==> src/rtl/pcimid_pkg.sv <==
// Shared constants and FSM encoding for the PC / instruction-memory fetch path.
package pcimid_pkg;

  localparam int ADDR_W      = 8;
  localparam int INSTR_W     = 32;
  localparam int INSTR_BYTES = 4;
  localparam logic [ADDR_W-1:0] RESET_PC = 8'h00;

  typedef enum logic [1:0] {
    FETCH  = 2'd0,
    FULL   = 2'd1,
    HALTED = 2'd2
  } ifu_state_t;

endpackage

==> src/rtl/ifu_fetch_queue.sv <==
// Small synchronous FIFO holding fetched {pc, instr} words; head is read combinationally.
module ifu_fetch_queue #(
  parameter int DEPTH = 2,
  parameter int WIDTH = 40
) (
  input  logic                     clk,
  input  logic                     srst,
  input  logic                     push_i,
  input  logic                     pop_i,
  input  logic                     flush_i,
  input  logic [WIDTH-1:0]         data_i,
  output logic [WIDTH-1:0]         head_o,
  output logic [$clog2(DEPTH):0]   count_o,
  output logic                     full_o,
  output logic                     empty_o
);

  localparam int PW = $clog2(DEPTH);

  logic [WIDTH-1:0] mem_q [DEPTH];
  logic [PW-1:0]    wr_ptr_q;
  logic [PW-1:0]    rd_ptr_q;
  logic [PW:0]      count_q;

  always_ff @(posedge clk) begin
    if (push_i && !flush_i) begin
      mem_q[wr_ptr_q] <= data_i;
    end
  end

  // Pointers wrap naturally because DEPTH is a power of two.
  always_ff @(posedge clk) begin
    if (srst || flush_i) begin
      wr_ptr_q <= '0;
      rd_ptr_q <= '0;
      count_q  <= '0;
    end else begin
      if (push_i) wr_ptr_q <= wr_ptr_q + 1'b1;
      if (pop_i)  rd_ptr_q <= rd_ptr_q + 1'b1;
      case ({push_i, pop_i})
        2'b10:   count_q <= count_q + 1'b1;
        2'b01:   count_q <= count_q - 1'b1;
        default: count_q <= count_q;
      endcase
    end
  end

  assign head_o  = mem_q[rd_ptr_q];
  assign count_o = count_q;
  assign full_o  = (count_q == (PW+1)'(DEPTH));
  assign empty_o = (count_q == '0);

endmodule

==> src/rtl/instruction_fetch_unit.sv <==
// Fetch front end: PC register, FETCH/FULL/HALTED FSM and queue towards decode.
// Optional handshake counter on FetchCount when IFU_PERF_CNT_EN is defined.
module instruction_fetch_unit
  import pcimid_pkg::*;
#(
  parameter int                ADDR_W   = pcimid_pkg::ADDR_W,
  parameter int                INSTR_W  = pcimid_pkg::INSTR_W,
  parameter logic [ADDR_W-1:0] RESET_PC = pcimid_pkg::RESET_PC,
  parameter int                QDEPTH   = 2
) (
  input  logic               Clk,
  input  logic               Rst,
  output logic [ADDR_W-1:0]  Address,
  input  logic [INSTR_W-1:0] InstructionOut,
  output logic               IDValid,
  input  logic               IDReady,
  output logic [INSTR_W-1:0] IDInstr,
  output logic [ADDR_W-1:0]  IDPC,
  input  logic               RedirectValid,
  input  logic [ADDR_W-1:0]  RedirectPC,
  input  logic               Halt,
  output logic               Halted
`ifdef IFU_PERF_CNT_EN
  ,
  output logic [15:0]        FetchCount
`endif
);

  localparam int CW = $clog2(QDEPTH) + 1;

  logic [ADDR_W-1:0]         pc_q, pc_d;
  ifu_state_t                state_q, state_d;
  logic [ADDR_W-1:0]         last_pc_q;
  logic [INSTR_W-1:0]        last_instr_q;
  logic [ADDR_W+INSTR_W-1:0] q_head;
  logic [CW-1:0]             q_count;
  logic [CW-1:0]             cnt_next;
  logic                      q_full, q_empty;
  logic                      push, pop;

  assign pop  = !q_empty && IDReady;
  assign push = (state_q != HALTED) && !Halt && !RedirectValid && (!q_full || pop);

  ifu_fetch_queue #(
    .DEPTH (QDEPTH),
    .WIDTH (ADDR_W + INSTR_W)
  ) u_queue (
    .clk     (Clk),
    .srst    (Rst),
    .push_i  (push),
    .pop_i   (pop),
    .flush_i (RedirectValid),
    .data_i  ({pc_q, InstructionOut}),
    .head_o  (q_head),
    .count_o (q_count),
    .full_o  (q_full),
    .empty_o (q_empty)
  );

  always_comb begin
    cnt_next = q_count;
    if (RedirectValid)     cnt_next = '0;
    else if (push && !pop) cnt_next = q_count + 1'b1;
    else if (pop && !push) cnt_next = q_count - 1'b1;
  end

  // Halt wins for state even when a redirect updates the PC in the same cycle.
  always_comb begin
    state_d = FETCH;
    if (Halt)                              state_d = HALTED;
    else if (state_q == HALTED)            state_d = FETCH;
    else if (cnt_next == CW'(QDEPTH))      state_d = FULL;
  end

  always_comb begin
    pc_d = pc_q;
    if (RedirectValid) pc_d = {RedirectPC[ADDR_W-1:2], 2'b00};
    else if (push)     pc_d = pc_q + ADDR_W'(INSTR_BYTES);
  end

  always_ff @(posedge Clk) begin
    if (Rst) begin
      pc_q         <= RESET_PC;
      state_q      <= FETCH;
      last_pc_q    <= '0;
      last_instr_q <= '0;
    end else begin
      pc_q    <= pc_d;
      state_q <= state_d;
      if (!q_empty) begin
        last_pc_q    <= q_head[ADDR_W+INSTR_W-1:INSTR_W];
        last_instr_q <= q_head[INSTR_W-1:0];
      end
    end
  end

  // Decode sees the most recent head while the queue is empty.
  assign IDValid = !q_empty;
  assign IDPC    = q_empty ? last_pc_q    : q_head[ADDR_W+INSTR_W-1:INSTR_W];
  assign IDInstr = q_empty ? last_instr_q : q_head[INSTR_W-1:0];
  assign Address = pc_q;
  assign Halted  = (state_q == HALTED);

`ifdef IFU_PERF_CNT_EN
  logic [15:0] fetch_cnt_q;

  always_ff @(posedge Clk) begin
    if (Rst)                       fetch_cnt_q <= '0;
    else if (pop && !(&fetch_cnt_q)) fetch_cnt_q <= fetch_cnt_q + 16'd1;
  end

  assign FetchCount = fetch_cnt_q;
`endif

endmodule

==> config.mk <==
export PLATFORM = sky130hd
export DESIGN_NAME = instruction_fetch_unit
export DESIGN_NICKNAME = d
export VERILOG_FILES = /design/src/rtl/pcimid_pkg.sv /design/src/rtl/ifu_fetch_queue.sv /design/src/rtl/instruction_fetch_unit.sv
export SDC_FILE = /design/constraint.sdc
export NUM_CORES = 1
export LEC_CHECK = 0
export CORE_ASPECT_RATIO = 0.9
export CORE_MARGIN = 2
export CORE_UTILIZATION = 45
export CTS_CLUSTER_SIZE = 20
export DETAILED_ROUTE_END_ITERATION = 10
export PLACE_DENSITY = 0.81
export SYNTH_ARGS = -nofsm -noshare
export SYNTH_HDL_FRONTEND = slang
export SYNTH_SLANG_ARGS = --single-unit
==> constraint.sdc <==
create_clock -name Clk -period 4.15 [get_ports Clk]
set_input_delay 0.83 -clock Clk [delete_from_list [all_inputs] [get_ports Clk]]
set_output_delay 0.83 -clock Clk [all_outputs]
set_load 0.02 [all_outputs]
**Yosys cells after proc, flatten, opt, wreduce, memory -nomap -nowiden**

Memory sizes are Yosys's and may differ from the RTL's. A register that Yosys moved wholly into a read port is not among the register bits.
Index checks and enable logic that the tools add are counted.

- Bits in registers: 54
- Bits in writable memories: 80
- Output and inout port bits: 50
- Word-level logic and storage cells: 56
- Memories kept: 1

- $add $sub $neg: 5
- Equal/unequal tests: 6
- Multiplexer cells: 15
- Reduce and logical (&&, ||, !) cells: 20

Memory list:

| name | words | bits a word | rd ports | clocked after memory_dff | wr ports | line | RTL |
|---|---|---|---|---|---|---|---|
| u_queue.mem_q | 2 | 40 | 1 | 1 | 1 | ifu_fetch_queue.sv:20 | `logic [WIDTH-1:0] mem_q [DEPTH];` |

Operators with widths:

| operator | count |
|---|---|
| 32-bit two-way mux | 1 |
| 8-bit two-way mux | 3 |
| 8-bit by 3-bit adder with 8-bit output, second input constant | 1 |
| 2-bit equality test, second input constant | 4 |
| 2-bit two-way mux | 4 |
| 1-bit logical AND | 7 |
| 1-bit zero test | 6 |
| 1-bit two-way mux | 6 |
| 2-bit case mux with 2 select lines | 1 |
| 2-bit nonzero test | 2 |
| 3-bit OR reduction | 1 |
| 1-bit adder, second input constant | 2 |
| 2-bit by 1-bit adder with 2-bit output, second input constant | 1 |
| 2-bit by 1-bit equality test with 1-bit output, second input constant | 1 |
| 2-bit zero test | 1 |
| 1-bit logical OR | 2 |
| 2-bit != test, second input constant | 1 |
| 2-bit OR reduction | 1 |
| 2-bit by 1-bit subtractor with 2-bit output, second input constant | 1 |

**Longest topological paths before layout**

Gate-level depths: netlist of the first run.

- Depth after elaboration: 14
- Depth in mapped cells: 13
- Mapped depth without buffers: 11

**Modules after synthesis**

From an unflattened synthesis of the first run, not the netlist that was laid out.

- Cells, all modules: 338
- Area total of the unflattened synthesis: 5171.2 um^2

By module, submodules not included:

| module | times used | cells each | area each (um^2) |
|---|---|---|---|
| ifu_fetch_queue | 1 | 146 | 3088.0 |
| instruction_fetch_unit | 1 | 192 | 2083.2 |

**Worst setup path after synthesis of the first run**

Ideal clock, no wire load.

- Path kind: input -> register
- Start: input IDReady
- End: memory u_queue.mem_q[0][0], enable pin
- Arrival: 3178 ps
- Data required time: 3717 ps
- Setup slack: 539 ps
- Cell stages on the path: 5
- Buffers on the path: 1
- Path through: nand2b_4 > buf_6 > a211oi_4 > nand2_1 > nor2_1

- Cells in the longest elaborated chain, start to end: 6

RTL lines:

| what | line | RTL |
|---|---|---|
| start, declared | instruction_fetch_unit.sv:16 | `input logic IDReady,` |
| 1-bit logical AND | instruction_fetch_unit.sv:41 | `assign pop = !q_empty && IDReady;` |
| 1-bit logical OR | instruction_fetch_unit.sv:42 | `assign push = (state_q != HALTED) && !Halt && !RedirectValid && (!q_full \|\| pop);` |
| 1-bit logical AND | instruction_fetch_unit.sv:42 |  |
| 1-bit logical AND | ifu_fetch_queue.sv:26 | `if (push_i && !flush_i) begin` |
| 1-bit two-way mux | ifu_fetch_queue.sv:26 |  |
| 1-bit two-way mux (not written as such) | ifu_fetch_queue.sv:27 | `mem_q[wr_ptr_q] <= data_i;` |
| end, declared | ifu_fetch_queue.sv:20 |  |

No other way between the ends.

**Worst setup path after layout of the first run**

- Start: register u_queue.count_q[0] (netlist: u_queue.count_o[0])
- End: output IDInstr[18]

- Cells in the longest elaborated chain, start to end: 2

RTL lines:

| what | line | RTL |
|---|---|---|
| start, declared | ifu_fetch_queue.sv:23 | `logic [PW:0] count_q;` |
| start signal, assigned | ifu_fetch_queue.sv:41 | `2'b10: count_q <= count_q + 1'b1;` |
| start signal, assigned | ifu_fetch_queue.sv:42 | `2'b01: count_q <= count_q - 1'b1;` |
| start signal, assigned | ifu_fetch_queue.sv:43 | `default: count_q <= count_q;` |
| 2-bit zero test | ifu_fetch_queue.sv:51 | `assign empty_o = (count_q == '0);` |
| 32-bit two-way mux | -- |  |
| end, declared | instruction_fetch_unit.sv:17 | `output logic [INSTR_W-1:0] IDInstr,` |

No other way between the ends.

==> flow_summary.ini, run 1 <==
[place]
place_congestion = 0.767
place_area_um2 = 5940
detailedPlace.worstSlack_ns = 0.696
dp_hpwl_um = 5610
port_buffers = 90
place_inst = 579

[route]
route.detailed.drc = 0
firstDrtPassIters = 5
drtIter0Drc = 185
ant_nets = 0
drt-total-wl_um = 9270
dr_total_vias = 3019
vias_per_cell = 4.94
avgRoutedWirePerCell_um = 15.2

[grt]
grt_pass1_wl_um = 14800
grt_start_max_net_pins = 64
grt_pass1_vias = 3146
antenna_found_initial = 0
gr-usage-all-layers = 0.166
global_route.overflow_total = 0

[clock_tree]
cts_htree_levels = 4
clkLatencyLatePin_ns = 0.41
postCtsHoldBufs = 0
path_clk_slew_ns = 0.06
cts_root_buf = clkbuf_16
clkSinkCount = 129
post-cts-setup-buffers = 0
post_cts_resized = 0
clock_path_buffers = 2
tritoncts = built
cts_made_buffers = 17

[finish]
area_delta_synth_final_pct = 32.3
final_common_cell = clkdlybuf4s50_1
final_cell_area_um2 = 6510
diodes = 0
nFillCells = 831
seq_area_um2 = 3340
instances_no_fill = 611
multi_input_area_um2 = 1450
layout_common_cells = 89 x clkdlybuf4s50_1, 76 x edfxtp_1, 52 x dfxtp_1
drive_gt1_frac = 0.0962
nets = 517

[sta]
slew_violations = 0
final.setup.tns_ns = 0
setup_slack_ns = 0.346
tightest_slew_ns = 1.06
rsz0062_at_grt = no
finalSetupViolations = 0
whs_ns = 0.515
max_freq_mhz = 263
hold_viol_final = 0
layout_min_cycle_time_ns = 3.80
relSlewSlack = 0.291
skew_ns = 0.0107
finalCritPeriodShare = 0.917

[setup_path]
r2r_end = state_q[0]
r2r_cells = 11
arrival_ns = 2.97
crit_path_start_kind = flop
cp_max_fo = 63
reg2reg_slack_ns = 0.86
worstSetupPathType = flop to output port
r2r_start = u_queue.count_o[0]
cp_data_required_time_ns = 3.32
crit_path_end_kind = output port

[synthesis]
synth-seq-cells = 129
synth_edf_count = 76
syn_inst = 373
ys_async_sr_fraction = 0
synth_cell_types = 34
synth.yosys.seq_area_share = 0.679
netlist_area_um2 = 4920
synth_ff_type = edfxtp_1
syn_area_per_cell_um2 = 13.2
yosys_warnings = 0

[die]
pin_count = 95
num_rows = 36
die_h_um = 103
core_um2 = 10800
initial_utilization = 0.457
die_x_um = 114
die_area_um2 = 11800

[pwr]
vdd_drop_max_v = 0.000253
power.density_nw_per_um2 = 491
switching_share = 0.223
combPwrFrac = 0.109
switchingPower_uw = 714
p_int_uw = 2480
p_seq_frac = 0.447
clock_power_share = 0.444
power_leakage_uw = 0.00223

[hold_path]
min_to = u_queue.count_o[1]
hold_class = flop to flop
worstHoldPathCells = 2
hp-start = u_queue.count_o[1]

[run]
max_cap_violations = 0

[status]
status = completed
## power by group through the flow
stage / Sequential, uW / Combinational, uW / Clock [uW]
floorplan: 1450 / 185 / 0
global placement: 1450 / 339 / 0
detailed placement: 1450 / 349 / 0
CTS: 1430 / 351 / 1450
global route: 1430 / 377 / 1510
finish: 1430 / 348 / 1420
## synth_stat cells, types with 2 or more instances
master	instances	area share
edfxtp_1	76	0.46
clkbuf_1	14	0.011
nor4_1	3	0.0038
o21ai_0	39	0.040
dfxtp_1	53	0.22
and2_1	2	0.0025
a211oi_1	6	0.0091
a21oi_1	2	0.0020
and3_1	3	0.0038
nor2b_1	43	0.055
nand2_1	40	0.030
ha_1	7	0.018
a211oi_2	2	0.0051
inv_1	8	0.0061
and4_1	2	0.0036
xnor2_1	3	0.0053
xor2_1	2	0.0036
nor2_1	9	0.0069
buf_2	4	0.0041
buf_4	2	0.0030
buf_6	2	0.0046
mux2i_1	39	0.079
## through the flow
| step | total power [uW] | utilization |
|---|---|---|
| floorplan | 1640 | - |
| global placement | 1790 | 0.552 |
| detailed placement | 1800 | 0.552 |
| CTS | 3230 | 0.605 |
| global route | 3310 | 0.605 |
| finish | 3200 | 0.605 |
## critical path, stage by stage, from the launching register on
cell and delay, ns:
dfxtp_1 0.31, inv_1 0.14, ha_2 0.92, buf_4 0.35, nand2_1 0.07, o21ai_0 0.11, clkdlybuf4s50_1 0.66
## routing by layer
layer  up-vias  track usage  wire length [um]
li1       1492            -                 -
met1      1427        0.186              3940
met2        87        0.289              4680
met3        13       0.0554               469
met4         0       0.0816               175
met5         -            0                 0
## cell type report
type / instances / area share
flip-flops and latches: 129 / 0.513
multi-input cells: 214 / 0.223
repair buffers: 95 / 0.145
clock buffers: 22 / 0.0713
well taps: 133 / 0.0255
clock inverters: 10 / 0.0171
inverters: 8 / 0.00461
## worst max path at each step
stage / from / end / slack, ns / cells after the start
after floorplan: IDReady / u_queue.mem_q[0][0] / 0.54 / 5
after global placement: IDReady / state_q[0] / 0.76 / 10
after detailed placement: IDReady / state_q[0] / 0.70 / 10
after CTS: u_queue.count_o[0] / IDInstr[18] / 0.33 / 6
after global routing: u_queue.count_o[0] / IDInstr[2] / 0.09 / 6
final: u_queue.count_o[0] / IDInstr[18] / 0.35 / 6
## flip-flops by register name, summed over array words and instances (netlist names), named ones only
register and flops:
last_pc_q 8, u_queue.wr_ptr_q 1, last_instr_q 32, Address 6, state_q 2, u_queue.count_o 2, u_queue.rd_ptr_q 1, u_queue.mem_q 76
## cell families after synthesis
logic type / Yosys count / share of synthesized area
compound gates: 55 / 0.0729
other cells: 1 / 0.000762
fa+ha+maj: 7 / 0.0178
xor+xnor: 5 / 0.00890
simple gates: 106 / 0.112
buf+inv: 31 / 0.0292
mux: 39 / 0.0793
flops: 129 / 0.679
Note: power is estimated with default switching activity, not from simulation.
==> run 2: changes to the inputs <==
--- a/config.mk
+++ b/config.mk
@@ -11,6 +11,7 @@
 export CTS_CLUSTER_SIZE = 20
 export DETAILED_ROUTE_END_ITERATION = 10
 export PLACE_DENSITY = 0.81
+export RECOVER_POWER = 100
 export SYNTH_ARGS = -nofsm -noshare
 export SYNTH_HDL_FRONTEND = slang
 export SYNTH_SLANG_ARGS = --single-unit
==> run 2 against run 1 <==
Compared with the run above: the flow now finishes with violations (capacitance limit, slew limit); die area unchanged; clock-buffer cell count unchanged; sequential cell count unchanged; combinational power decreased by 7.2%; clock power about the same; worst hold slack about the same; cell area decreased by 0.29%; via count decreased by 0.30%; sequential share of layout area increased by 0.15 points; largest power group unchanged; highest routed layer unchanged.
==> flow_summary.ini, run 2 (synthesis results as in run 1) <==
[status]
status = complete, but fails checks
violations = capacitance limit, slew limit

[route]
vias_per_cell = 4.93
drtIter0Drc = 172
drt-total-wl_um = 9250
firstDrtPassIters = 4
route.detailed.drc = 0
ant_nets = 0
avgRoutedWirePerCell_um = 15.1
dr_total_vias = 3010

[finish]
final_common_cell = dlygate4sd3_1
layout_common_cells = 77 x dlygate4sd3_1, 76 x edfxtp_1, 52 x dfxtp_1
final_core_util = 0.603
final_cell_area_um2 = 6490
largest_register_ffs = 76
drive_gt1_frac = 0.0858
diodes = 0
nets = 517
largestRegisters = u_queue.mem_q (76), last_instr_q (32), last_pc_q (8)
top_register = u_queue.mem_q
area_delta_synth_final_pct = 31.9

[sta]
setup_slack_ns = 0.300
tightest_slew_ns = 2.39
final.setup.tns_ns = 0
hold_viol_final = 0
finalCritPeriodShare = 0.928
max_freq_mhz = 260
layout_min_cycle_time_ns = 3.85
slew_violations = 49
rsz0062_at_grt = no
finalSetupViolations = 0
skew_ns = 0.0106
relSlewSlack = -0.592

[pwr]
vdd_drop_max_v = 0.000249
combPwrFrac = 0.102
switching_share = 0.224
power.density_nw_per_um2 = 488
clock_power_share = 0.447
p_int_uw = 2460
p_seq_frac = 0.451
switchingPower_uw = 710
power_leakage_uw = 0.00234

[clock_tree]
clkSinkCount = 129
post-cts-setup-buffers = 0
cts_htree_levels = 4
path_clk_slew_ns = 0.06
clock_path_buffers = 2
postCtsHoldBufs = 0
tritoncts = built
clkLatencyLatePin_ns = 0.41
cts_root_buf = clkbuf_16
cts_made_buffers = 17
post_cts_resized = 0

[setup_path]
reg2reg_slack_ns = 0.58
crit_path_start_kind = flop
r2r_cells = 6
r2r_start = u_queue.count_o[0]
crit_start = u_queue.count_o[0]
cp_data_required_time_ns = 3.32
cp_max_fo = 63
r2r_end = u_queue.mem_q[1][22]
worstSetupPathType = flop to output port
crit_path_end_kind = output port
arrival_ns = 3.02
crit_path_end = IDInstr[18]

[grt]
grt_pass1_vias = 3146
gr-usage-all-layers = 0.166
grt_pass1_wl_um = 14800
grt_start_max_net_pins = 64
global_route.overflow_total = 0
antenna_found_initial = 0

[run]
max_cap_violations = 1

[die]
die_x_um = 114
core_um2 = 10800
pin_count = 95
initial_utilization = 0.457
die_area_um2 = 11800
num_rows = 36
die_h_um = 103

[hold_path]
hold_class = flop to flop

[place]
dp_hpwl_um = 5610
place_area_um2 = 5940
port_buffers = 90
place_congestion = 0.767
detailedPlace.worstSlack_ns = 0.696
## run 2: worst min path at each step
stage                       start                  to  slack, ns  depth (start not counted)
2_1_floorplan  u_queue.count_o[1]  u_queue.count_o[1]       0.47                          2
3_3_place_gp   u_queue.count_o[1]  u_queue.count_o[1]       0.49                          2
3_5_place_dp     u_queue.rd_ptr_q    u_queue.rd_ptr_q       0.50                          2
4_1_cts        u_queue.count_o[1]  u_queue.count_o[1]       0.52                          2
5_1_grt        u_queue.count_o[1]  u_queue.count_o[1]       0.54                          2
6_report       u_queue.count_o[1]  u_queue.count_o[1]       0.52                          2
## run 2: layout make-up
cell class,count,area [um2]
inverters,8,30.0
fillers,837,4270
clock buffers,22,464
flip-flops and latches,129,3340
multi-input cells,214,1440
repair buffers,95,936
well taps,133,166
clock inverters,10,111
## run 2: routing by layer
metal,vias to the layer above,track usage,routed length [um]
li1,1495,-,-
met1,1422,0.186,3940
met2,80,0.289,4670
met3,13,0.0554,460
met5,-,0,0
met4,0,0.0816,178
## run 2: power groups by stage
stage	sequential, uW	combinational [uW]	clock (uW)
CTS	1430	351	1450
global placement	1450	339	0
floorplan	1450	185	0
finish	1430	323	1420
detailed placement	1450	349	0
global route	1430	352	1510
## run 2: metrics by stage
stage               instances  power [uW]  hold slack, ns
floorplan                 374        1640           0.470
global placement          579        1790           0.486
detailed placement        579        1800           0.500
CTS                       611        3230           0.521
global route              611        3290           0.542
finish                    611        3170           0.515
## run 2: critical path: stages, from the launching register on
cell and delay [ns]:
dfxtp_1 0.31, inv_1 0.14, ha_2 0.92, buf_4 0.35, nand2_1 0.07, o21ai_0 0.11, dlygate4sd3_1 0.71
==> run 3: changes to the inputs <==
--- a/config.mk
+++ b/config.mk
@@ -5,7 +5,8 @@
 export SDC_FILE = /design/constraint.sdc
 export NUM_CORES = 1
 export LEC_CHECK = 0
-export CORE_ASPECT_RATIO = 0.9
+export ABC_CLOCK_PERIOD_IN_PS = 4150
+export CORE_ASPECT_RATIO = 1.25
 export CORE_MARGIN = 2
 export CORE_UTILIZATION = 45
 export CTS_CLUSTER_SIZE = 20
==> constraint.sdc (replaced) <==
create_clock -name Clk -period 4.15 [get_ports Clk]
set_input_delay 1.0375 -clock Clk [delete_from_list [all_inputs] [get_ports Clk]]
set_output_delay 1.0375 -clock Clk [all_outputs]
set_load 0.02 [all_outputs]
==> run 3 against run 2 <==
Compared with the run above: the run now ends clean; clock-buffer cell count is 1 lower; worst setup slack worse by 0.034 ns; power is 2.7% higher; via count is 1.4% higher; die area hardly changed; sequential cell count stayed put; critical path type unchanged; critical endpoint is now IDInstr[6]; largest cell class unchanged; largest power group is now clock; highest routed layer unchanged.
==> flow_summary.ini, run 3 (synthesis results as in run 1) <==
[setup_path]
r2r_start = u_queue.count_o[0]
arrival_ns = 2.85
crit_path_end_kind = output port
worstSetupPathType = flop to output port
cp_data_required_time_ns = 3.11
cp_max_fo = 36
crit_path_start_kind = flop
crit_start = u_queue.count_o[0]

[clock_tree]
post-cts-setup-buffers = 0
clkLatencyLatePin_ns = 0.40
tritoncts = built
postCtsHoldBufs = 0
clock_path_buffers = 2
path_clk_slew_ns = 0.05
post_cts_resized = 0
cts_made_buffers = 17
cts_htree_levels = 4
cts_root_buf = clkbuf_16
clkSinkCount = 129

[sta]
slew_violations = 0
layout_min_cycle_time_ns = 3.88
tightest_slew_ns = 1.34
rsz0062_at_grt = no
finalSetupViolations = 0
max_freq_mhz = 257
final.setup.tns_ns = 0
relSlewSlack = 0.104
hold_viol_final = 0
skew_ns = 0.00834
finalCritPeriodShare = 0.936

[hold_path]
hold_class = flop to flop
hp-start = u_queue.count_o[1]

[finish]
area_delta_synth_final_pct = 32.3
final_common_cell = dlygate4sd3_1
diodes = 0
layout_common_cells = 78 x dlygate4sd3_1, 76 x edfxtp_1, 52 x dfxtp_1
instances_no_fill = 613
largestRegisters = u_queue.mem_q (76), last_instr_q (32), last_pc_q (8)
final_cell_area_um2 = 6510
largest_register_ffs = 76
nets = 520
top_register = u_queue.mem_q
drive_gt1_frac = 0.0790
nFillCells = 843

[die]
die_area_um2 = 11800
pin_count = 95
num_rows = 42
initial_utilization = 0.464
core_um2 = 10600
die_x_um = 97.6
die_h_um = 121

[place]
dp_hpwl_um = 5990
port_buffers = 90
place_area_um2 = 5960
place_congestion = 0.757
place_inst = 581

[grt]
busiest_layer = met2
use_met3 = 0.0541
global_route.overflow_total = 0
use_met2 = 0.281
gr-usage-all-layers = 0.161
grt_start_max_net_pins = 37
grt_pass1_wl_um = 14400
use_met1 = 0.178
antenna_found_initial = 0
grt_pass1_vias = 3082

[pwr]
vdd_drop_max_v = 0.000320
power.density_nw_per_um2 = 500
power_leakage_uw = 0.00237

[route]
route.detailed.drc = 0
ant_nets = 0
vias_per_cell = 4.98
avgRoutedWirePerCell_um = 14.9
dr_total_vias = 3051
drtIter0Drc = 77
firstDrtPassIters = 4
drt-total-wl_um = 9150

[run]
max_cap_violations = 0

[status]
status = completed
==> run 3: cell types whose count changed in the layout (fill, tap and decap cells not counted), sizes merged <==
cell | before | now
clkdlybuf4s50 | 12 | 11
dlygate4sd3 | 77 | 78
buf | 2 | 4
bufinv | 2 | 4
clkinvlp | 3 | 2
==> run 3: cell type report <==
type | count | area (um2) | area share
timing repair buffer | 98 | 955 | 0.147
inverter | 8 | 30.0 | 0.00461
tap | 132 | 165 | 0.0254
multi-input combinational | 214 | 1410 | 0.216
clock inverter | 11 | 161 | 0.0248
sequential | 129 | 3340 | 0.514
clock buffer | 21 | 450 | 0.0692
==> run 3: critical path: stages (launching register included) <==
cell and delay, ns:
dfxtp_1 0.31, inv_1 0.14, ha_2 0.58, buf_4 0.41
nand2_1 0.09, o21ai_0 0.15, dlygate4sd3_1 0.73
==> run 3: per-stage QoR <==
step	total power [uW]	hold slack [ns]	setup WS, ns	utilization
finish	3260	0.516	0.266	0.614
global route	3380	0.544	0.0458	0.614
CTS	3320	0.518	0.251	0.619
detailed placement	1810	0.511	0.508	0.561
global placement	1790	0.487	0.581	0.561
floorplan	1640	0.470	0.331	-
==> run 3: routing by layer <==
| metal | wire (um) | vias to the layer above |
|---|---|---|
| met3 | 454 | 16 |
| met1 | 3770 | 1435 |
| met4 | 159 | 0 |
| met5 | 0 | - |
| met2 | 4760 | 90 |
| li1 | - | 1510 |
==> run 3: worst paths after layout <==
kind	endpoint	slack [ns]	depth (start not counted)
max	IDInstr[6]	0.27	6
max reg2reg	state_q[0]	0.48	11
min reg2reg	u_queue.count_o[1]	0.52	2
min	u_queue.count_o[1]	0.52	2
==> run 3: power by group <==
group | total [uW] | internal (uW) | switching [uW]
clock | 1510 | 1010 | 494
combinational | 318 | 140 | 178
sequential | 1430 | 1410 | 21.0
